[src/rtl/ets_trace_replayer.sv]
// Captures issue->retire latency per instruction, buffers it, and replays it as start/active/done waveforms.
// Latency: a retire is visible in fifo_level one cycle later; replay starts two edges after the push if idle.
// Backpressure: none toward the core; a push into a full FIFO is dropped (ovf_flag, drop_count when ETS_TRACE_DROP_CNT_EN).
module ets_trace_replayer #(
  parameter int DEPTH = 8,
  parameter int LAT_W = 16
) (
  input  logic                     clk,
  input  logic                     rst_n,
  input  logic                     enable,
  input  logic                     clr,
  input  logic                     cap_issue,
  input  logic [31:0]              cap_pc,
  input  logic [6:0]               cap_opcode,
  input  logic                     cap_retire,
  output logic                     instr_start,
  output logic                     instr_active,
  output logic                     instr_done,
  output logic [31:0]              instr_pc,
  output logic [6:0]               instr_opcode,
  output logic [$clog2(DEPTH):0]   fifo_level,
  output logic                     busy,
  output logic                     ovf_flag,
`ifdef ETS_TRACE_DROP_CNT_EN
  output logic [15:0]              drop_count,
`endif
  output logic                     proto_err
);

  localparam int AW = $clog2(DEPTH);
  localparam logic [LAT_W-1:0] LAT_MAX = {LAT_W{1'b1}};

  typedef struct packed {
    logic [31:0]      pc;
    logic [6:0]       op;
    logic [LAT_W-1:0] lat;
  } entry_t;

  typedef enum logic [1:0] {IDLE, ACTIVE, GAP} state_t;

  logic             out_q, out_d;
  logic [31:0]      cpc_q, cpc_d;
  logic [6:0]       cop_q, cop_d;
  logic [LAT_W-1:0] lat_q, lat_d;
  logic             push, perr_set;
  entry_t           push_ent;

  entry_t           mem_q [DEPTH];
  entry_t           mem_d [DEPTH];
  logic [AW-1:0]    wr_ptr_q, wr_ptr_d, rd_ptr_q, rd_ptr_d;
  logic [AW:0]      level_q, level_d;
  logic             can_pop, push_ok, drop;
  entry_t           rd_ent;

  state_t           state_q, state_d;
  logic             first_q, first_d;
  logic [LAT_W-1:0] cnt_q, cnt_d;
  logic [31:0]      ipc_q, ipc_d;
  logic [6:0]       iop_q, iop_d;
  logic             ovf_q, ovf_d, perr_q, perr_d;
  logic [15:0]      drop_q, drop_d;

  // Capture side: track the single outstanding instruction and form the entry to push on retire.
  always_comb begin
    out_d    = out_q;
    cpc_d    = cpc_q;
    cop_d    = cop_q;
    lat_d    = lat_q;
    push     = 1'b0;
    push_ent = '0;
    perr_set = 1'b0;
    if (!enable) begin
      out_d = 1'b0;
    end else begin
      if (out_q && lat_q != LAT_MAX) lat_d = lat_q + LAT_W'(1);
      if (cap_retire) begin
        if (out_q) begin
          push         = 1'b1;
          push_ent.pc  = cpc_q;
          push_ent.op  = cop_q;
          push_ent.lat = (lat_q == '0) ? LAT_W'(1) : lat_q;
          out_d        = 1'b0;
        end else if (cap_issue) begin
          // Issue and retire in the same cycle with nothing pending: zero latency, clamped to 1.
          push         = 1'b1;
          push_ent.pc  = cap_pc;
          push_ent.op  = cap_opcode;
          push_ent.lat = LAT_W'(1);
        end else begin
          perr_set = 1'b1;
        end
      end
      if (cap_issue) begin
        if (out_q && !cap_retire) perr_set = 1'b1;
        if (out_q || !cap_retire) begin
          // Counter starts at 1 so its value on the retire cycle equals retire - issue.
          out_d = 1'b1;
          cpc_d = cap_pc;
          cop_d = cap_opcode;
          lat_d = LAT_W'(1);
        end
      end
    end
  end

  // FIFO bookkeeping; a pop frees a slot for a same-cycle push when full.
  always_comb begin
    can_pop  = (state_q == IDLE || state_q == GAP) && enable && (level_q != '0);
    push_ok  = push && ((level_q != (AW+1)'(DEPTH)) || can_pop);
    drop     = push && !push_ok;
    rd_ent   = mem_q[rd_ptr_q];
    mem_d    = mem_q;
    wr_ptr_d = wr_ptr_q;
    rd_ptr_d = rd_ptr_q;
    level_d  = level_q;
    if (push_ok) begin
      mem_d[wr_ptr_q] = push_ent;
      wr_ptr_d        = wr_ptr_q + AW'(1);
    end
    if (can_pop) rd_ptr_d = rd_ptr_q + AW'(1);
    level_d = level_q + (AW+1)'(push_ok) - (AW+1)'(can_pop);
  end

  // Replay FSM: the GAP cycle may pop so back-to-back entries sit exactly one idle cycle apart.
  always_comb begin
    state_d = state_q;
    first_d = 1'b0;
    cnt_d   = cnt_q;
    ipc_d   = ipc_q;
    iop_d   = iop_q;
    case (state_q)
      IDLE, GAP: begin
        state_d = IDLE;
        if (can_pop) begin
          state_d = ACTIVE;
          first_d = 1'b1;
          cnt_d   = rd_ent.lat;
          ipc_d   = rd_ent.pc;
          iop_d   = rd_ent.op;
        end
      end
      ACTIVE: begin
        if (cnt_q == '0) state_d = GAP;
        else             cnt_d   = cnt_q - LAT_W'(1);
      end
      default: state_d = IDLE;
    endcase
  end

  // Sticky status; a new event in the clr cycle wins over the clear.
  always_comb begin
    ovf_d  = (clr ? 1'b0 : ovf_q) | drop;
    perr_d = (clr ? 1'b0 : perr_q) | perr_set;
    drop_d = clr ? 16'h0 : drop_q;
    if (drop && drop_d != 16'hFFFF) drop_d = drop_d + 16'h1;
  end

  // State registers with asynchronous reset.
  always_ff @(posedge clk or negedge rst_n) begin
    if (!rst_n) begin
      out_q    <= 1'b0;
      cpc_q    <= '0;
      cop_q    <= '0;
      lat_q    <= '0;
      for (int i = 0; i < DEPTH; i++) mem_q[i] <= '0;
      wr_ptr_q <= '0;
      rd_ptr_q <= '0;
      level_q  <= '0;
      state_q  <= IDLE;
      first_q  <= 1'b0;
      cnt_q    <= '0;
      ipc_q    <= '0;
      iop_q    <= '0;
      ovf_q    <= 1'b0;
      perr_q   <= 1'b0;
      drop_q   <= '0;
    end else begin
      out_q    <= out_d;
      cpc_q    <= cpc_d;
      cop_q    <= cop_d;
      lat_q    <= lat_d;
      mem_q    <= mem_d;
      wr_ptr_q <= wr_ptr_d;
      rd_ptr_q <= rd_ptr_d;
      level_q  <= level_d;
      state_q  <= state_d;
      first_q  <= first_d;
      cnt_q    <= cnt_d;
      ipc_q    <= ipc_d;
      iop_q    <= iop_d;
      ovf_q    <= ovf_d;
      perr_q   <= perr_d;
      drop_q   <= drop_d;
    end
  end

  // Output decode from registered state.
  always_comb begin
    instr_active = (state_q == ACTIVE);
    instr_start  = instr_active && first_q;
    instr_done   = instr_active && (cnt_q == '0);
    instr_pc     = ipc_q;
    instr_opcode = iop_q;
    fifo_level   = level_q;
    busy         = (state_q != IDLE);
    ovf_flag     = ovf_q;
    proto_err    = perr_q;
  end

`ifdef ETS_TRACE_DROP_CNT_EN
  assign drop_count = drop_q;
`endif

endmodule

[config.mk]
export PLATFORM = sky130hd
export DESIGN_NAME = ets_trace_replayer
export DESIGN_NICKNAME = d
export VERILOG_FILES = /design/src/rtl/ets_trace_replayer.sv
export SDC_FILE = /design/constraint.sdc
export NUM_CORES = 1
export LEC_CHECK = 0
export CORE_MARGIN = 2
export CORE_UTILIZATION = 35
export DETAILED_ROUTE_END_ITERATION = 7
export PLACE_DENSITY = 0.56
export REMOVE_ABC_BUFFERS = 1
export SYNTH_ARGS = -nofsm -noshare
export SYNTH_HDL_FRONTEND = slang
export SYNTH_SLANG_ARGS = --single-unit
[constraint.sdc]
create_clock -name clk -period 2.9 [get_ports clk]
set_input_delay 0.58 -clock clk [delete_from_list [all_inputs] [get_ports clk]]
set_output_delay 0.58 -clock clk [all_outputs]
set_load 0.01 [all_outputs]
==> impl_summary.txt, run 1 <==
----------------------------------------------------
[Status]
  Run status ... complete, no violations

[Critical path]
  Series of cell instances along the critical path ... or4_1 -> or2_2 -> nor3_4 -> buf_2
  Endpoint of the worst setup timing path ... instr_done
  R2R depth ... 11
  Max Fanout on Critical Path ... 4
  Terminus of the critical flop-to-flop path ... fifo_level[2]
  Arrival time of data at the critical path endpoint ... 2.23 ns
  Origin of the critical flop-to-flop path ... fifo_level[2]
  Critical path startpoint category ... flip-flop
  Endpoint type of the worst setup path ... output pin
  Required time at the worst-slack endpoint ... 2.32 ns
  Top delay family on crit path ... simple AND/OR/NAND/NOR gates
  Crit-path max cell delay ... 0.55 ns
  Critical Path Start ... cnt_q[6]
  Critical path depth in cells ... 4
  WS Path Type ... reg -> out
  Slowest cell on the critical path ... sky130_fd_sc_hd__or4_1
  Sum of buffers and inverters on the critical path ... 1
  R2r setup slk ... 0.43 ns

[Synth]
  Number of enable-type register cells in the synthesized netlist ... 0
  Yosys reg bits ... 566
  Multiplexer fraction of the synthesized cell area ... 0.1227
  Adder and majority gate portion of the synthesized area ... 0.006882
  Post-synthesis simple-gate area fraction ... 0.1298
  Fraction of synthesis flops using an asynchronous set or reset pin ... 1.000
  Prevailing post-synth register cell ... sky130_fd_sc_hd__dfrtp_1
  Share of the synthesized netlist area taken by xor and xnor gates ... 0.006730
  Syn Inst Count ... 2,328
  Largest family of logic cells by synthesized area ... simple AND/OR/NAND/NOR gates
  Area of the mapped netlist ... 24,730 um^2
  Syn. warnings ... 0
  Synth unique cells ... 65
  Mean instance size in the synthesized netlist ... 10.62 um^2
  Complex-gate fraction of the synthesized area ... 0.1277
  Proportion of synthesized chip area in sequential cells ... 0.5728

[Power and ir drop]
  IR drop worst, VDD ... 454.2 uV
  Standby leakage power ... 12.55 nW
  P per Cell Area ... 686.6 nW/um^2

[STA]
  Final slew viol count ... 0
  Maximum clock frequency ... 355.8 MHz
  Largest clock skew in the final design ... 0.01873 ns
  Min Tclk post-route ... 2.811 ns
  Slew margin rel. ... 0.5392
  Number of failing hold endpoints at the final stage ... 0
  Final cycle utilization of the critical path ... 0.9691
  Slew of the pin with the lowest slew margin ... 0.6859 ns
  Setup repair after global routing missed its margin ... no
  Summed negative setup slack over all endpoints ... 0 ns
  Total of endpoints with negative setup slack in the final report ... 0

[Placed design]
  Routability-driven placement congestion ratio ... 0.8308
  Post-placement cell area ... 27,160 um^2
  Total half-perimeter wirelength after legalization and detailed placement ... 37,190 um
  PortBufs ... 93

[Layout]
  Final core utilization ... 0.4190
  Area of all placed cells without fillers ... 29,340 um^2
  Layout area overhead ... 18.66%
  Post-layout nets ... 2,456
  Ant diodes ... 0
  Fillcell total ... 6,635
  Fraction of layout instances using a drive strength above 1 ... 0.1374

[Floorplan]
  Width of the chip ... 269.8 um
  Number of ports placed on the die boundary ... 94
  Starting Density ... 0.3531
  Chip height ... 269.8 um
  Core Area ... 70,030 um^2
  Die area ... 72,790 um^2
  Site row count ... 97

[GRT]
  Global-route wire length before repair ... 100,700 um
  GRT overflow ... 0
  Antenna violations before repair ... 1
  Vias in the first global route ... 17,810
  Maximum number of pins on one net before global-route repair ... 111
  Global router's overall resource usage ... 0.1721

[Routing]
  Wire length per cell after detailed routing ... 18.14 um
  Residual DRC count ... 0
  Count of routing violations after the opening detailed-route iteration ... 1,210
  Routed WL ... 61,390 um
  Detail-routed via count per cell ... 5.091
  1st-pass router iterations ... 5
  Number of routed nets with antenna violations ... 0
  Count of vias placed by the detailed router ... 17,230

[Job]
  # Max-Cap Violations ... 0

[Clock network]
  Clock Tree Root ... sky130_fd_sc_hd__clkbuf_16
  Number of sinks on the clock net ... 566
  Clock latency on the worst-skew pair ... 0.63 ns
  H-tree level count ... 2
  Maximum count of clock buffers along a single path ... 3
  Clock buffer count from CTS ... 58
  Clock tree from TritonCTS ... built
  Clock transition at the registers of the reported paths ... 0.06 ns

[Worst hold path]
  Type of the tightest min-delay check ... reg -> reg

----------------------------------------------------
## area by class of cell
type,instances,area [um^2],share of cell area
Tap cell,940,1176,0.04008
Clock buffer,79,1650,0.05624
Inverter,19,75.07,0.002559
Timing Repair Buffer,183,1959,0.06678
Sequential cell,566,14180,0.4831
Clock inverter,28,449.2,0.01531
Multi-Input combinational cell,1570,9856,0.3359
## cells by family (layout without fill, tap and decap cells)
| group | Yosys count | in the layout |
|---|---|---|
| and+or+nand+nor | 797 | 797 |
| adders and majority gates | 13 | 13 |
| DFF | 566 | 566 |
| muxes | 165 | 165 |
| buffers and inverters | 192 | 309 |
| xor gates and xnor gates | 19 | 19 |
| AOI/OAI and AO/OA | 576 | 576 |
## through the flow
step / hold slack (ns) / cells / worst slack [ns] / power [mW]
CTS: 0.4770 / 3383 / -0.01326 / 20.41
global placement: 0.4560 / 3271 / -0.02877 / 12.03
finish: 0.4738 / 3385 / 0.08947 / 20.15
floorplan: 0.2844 / 2155 / -2.720 / 10.97
global route: 0.4931 / 3385 / 0.009281 / 21.13
detailed placement: 0.4640 / 3271 / -0.06026 / 12.18
## what timing repair did
item                       4_1_cts  5_1_grt
hold buffers                     1        0
gates resized for setup         13        0
hold endpoints to repair        50        0
pin swaps                        3        2
setup endpoints to repair        2        1
buffers inserted                 4        2
## placed cells by master, fill, tap and decap left out, drive strengths merged, types with 2 or more instances in the layout
cell type,n
and4,3
or2,3
nor4,3
nand3,15
xnor2,5
buf,91
nand4,13
a22o,39
mux2i,51
and3,5
o221ai,6
and2,6
a21oi,8
or4,5
o211ai,4
mux2,4
a21o,2
nand2b,4
dfrtp,566
xor2,14
inv,18
nor2,38
mux4,110
a31oi,4
o21a,4
bufinv,11
clkbuf,79
nand2,680
clkinv,15
ha,12
or3,4
clkdlybuf4s50,91
clkinvlp,3
nor3,7
o21ai,496
nor2b,6
## worst min-delay path: stages (launching register included)
cell and delay [ns]:
sky130_fd_sc_hd__dfrtp_1 0.33, sky130_fd_sc_hd__nand2_1 0.04, sky130_fd_sc_hd__o21ai_0 0.06
## cell usage after synthesis (2+ instances only)
cell type / number / area [um^2]
sky130_fd_sc_hd__a21oi_1: 8 / 40.04
sky130_fd_sc_hd__a22o_1: 38 / 332.8
sky130_fd_sc_hd__a31oi_1: 3 / 18.77
sky130_fd_sc_hd__and2_1: 6 / 37.54
sky130_fd_sc_hd__and3_1: 5 / 31.28
sky130_fd_sc_hd__and4_1: 3 / 26.28
sky130_fd_sc_hd__buf_1: 9 / 33.78
sky130_fd_sc_hd__buf_2: 54 / 270.3
sky130_fd_sc_hd__buf_6: 2 / 22.52
sky130_fd_sc_hd__clkbuf_1: 105 / 394.1
sky130_fd_sc_hd__dfrtp_1: 566 / 14160
sky130_fd_sc_hd__ha_1: 12 / 150.1
sky130_fd_sc_hd__inv_1: 18 / 67.56
sky130_fd_sc_hd__mux2_2: 4 / 45.04
sky130_fd_sc_hd__mux2i_1: 51 / 510.5
sky130_fd_sc_hd__mux4_2: 110 / 2477
sky130_fd_sc_hd__nand2_1: 680 / 2552
sky130_fd_sc_hd__nand2b_1: 4 / 25.02
sky130_fd_sc_hd__nand3_1: 15 / 75.07
sky130_fd_sc_hd__nand4_1: 13 / 81.33
sky130_fd_sc_hd__nor2_1: 38 / 142.6
sky130_fd_sc_hd__nor2b_1: 6 / 37.54
sky130_fd_sc_hd__nor3_1: 7 / 35.03
sky130_fd_sc_hd__nor4_1: 2 / 12.51
sky130_fd_sc_hd__o211ai_1: 4 / 30.03
sky130_fd_sc_hd__o21a_1: 3 / 22.52
sky130_fd_sc_hd__o21ai_0: 427 / 2137
sky130_fd_sc_hd__o21ai_1: 69 / 345.3
sky130_fd_sc_hd__o221ai_1: 6 / 52.55
sky130_fd_sc_hd__or2_2: 3 / 18.77
sky130_fd_sc_hd__or3_1: 3 / 18.77
sky130_fd_sc_hd__or4_1: 4 / 30.03
sky130_fd_sc_hd__xnor2_1: 5 / 43.79
sky130_fd_sc_hd__xor2_1: 14 / 122.6
## sequential cells by signal, indices dropped and copies added, names as in the netlist
name	flops
out_q	1
proto_err	1
cnt_q	16
ovf_flag	1
first_q	1
instr_opcode	7
cpc_q	32
mem_q	440
lat_q	16
cop_q	7
instr_pc	32
rd_ptr_q	3
wr_ptr_q	3
fifo_level	4
state_q	2
## power breakdown
group | internal, mW | leakage [nW] | switching (mW)
sequential | 8.87 | 7.62 | 0.556
combinational | 1.14 | 3.89 | 1.41
clock | 4.96 | 1.03 | 3.21
total | 15.0 | 12.6 | 5.18
## routing by layer
metal  global-route usage  share of wire
met5                    0              0
met1               0.2267           0.44
met3              0.01956          0.032
met2               0.2963           0.50
met4              0.05746          0.029
## worst min-delay path by stage
| stage | slack, ns | endpoint | startpoint | depth (start not counted) |
|---|---|---|---|---|
| 6_report | 0.47 | mem_q[233] | mem_q[233] | 2 |
| 5_1_grt | 0.49 | cpc_q[30] | cpc_q[30] | 2 |
| 4_1_cts | 0.48 | cop_q[2] | cap_opcode[2] | 3 |
| 3_5_place_dp | 0.46 | cpc_q[25] | cpc_q[25] | 2 |
| 3_3_place_gp | 0.46 | mem_q[74] | mem_q[74] | 2 |
| 2_1_floorplan | 0.28 | cnt_q[0] | rst_n | 0 |
Power figures use the tool's default switching activity.
==> inputs of run 2 (changes only) <==
--- a/config.mk
+++ b/config.mk
@@ -5,11 +5,14 @@
 export SDC_FILE = /design/constraint.sdc
 export NUM_CORES = 1
 export LEC_CHECK = 0
+export CAP_MARGIN = 0
 export CORE_MARGIN = 2
 export CORE_UTILIZATION = 35
+export CTS_CLUSTER_SIZE = 25
 export DETAILED_ROUTE_END_ITERATION = 7
 export PLACE_DENSITY = 0.56
 export REMOVE_ABC_BUFFERS = 1
+export SLEW_MARGIN = 20
 export SYNTH_ARGS = -nofsm -noshare
 export SYNTH_HDL_FRONTEND = slang
 export SYNTH_SLANG_ARGS = --single-unit
==> results of run 2 <==
No change in the layout: final DEF, timing and power equal those of run 1.
==> inputs of run 3 (changes only) <==
--- a/config.mk
+++ b/config.mk
@@ -8,7 +8,7 @@
 export CAP_MARGIN = 0
 export CORE_MARGIN = 2
 export CORE_UTILIZATION = 35
-export CTS_CLUSTER_SIZE = 25
+export CTS_CLUSTER_SIZE = 30
 export DETAILED_ROUTE_END_ITERATION = 7
 export PLACE_DENSITY = 0.56
 export REMOVE_ABC_BUFFERS = 1
==> results of run 3 <==
No change in the layout: final DEF, timing and power equal those of run 1.
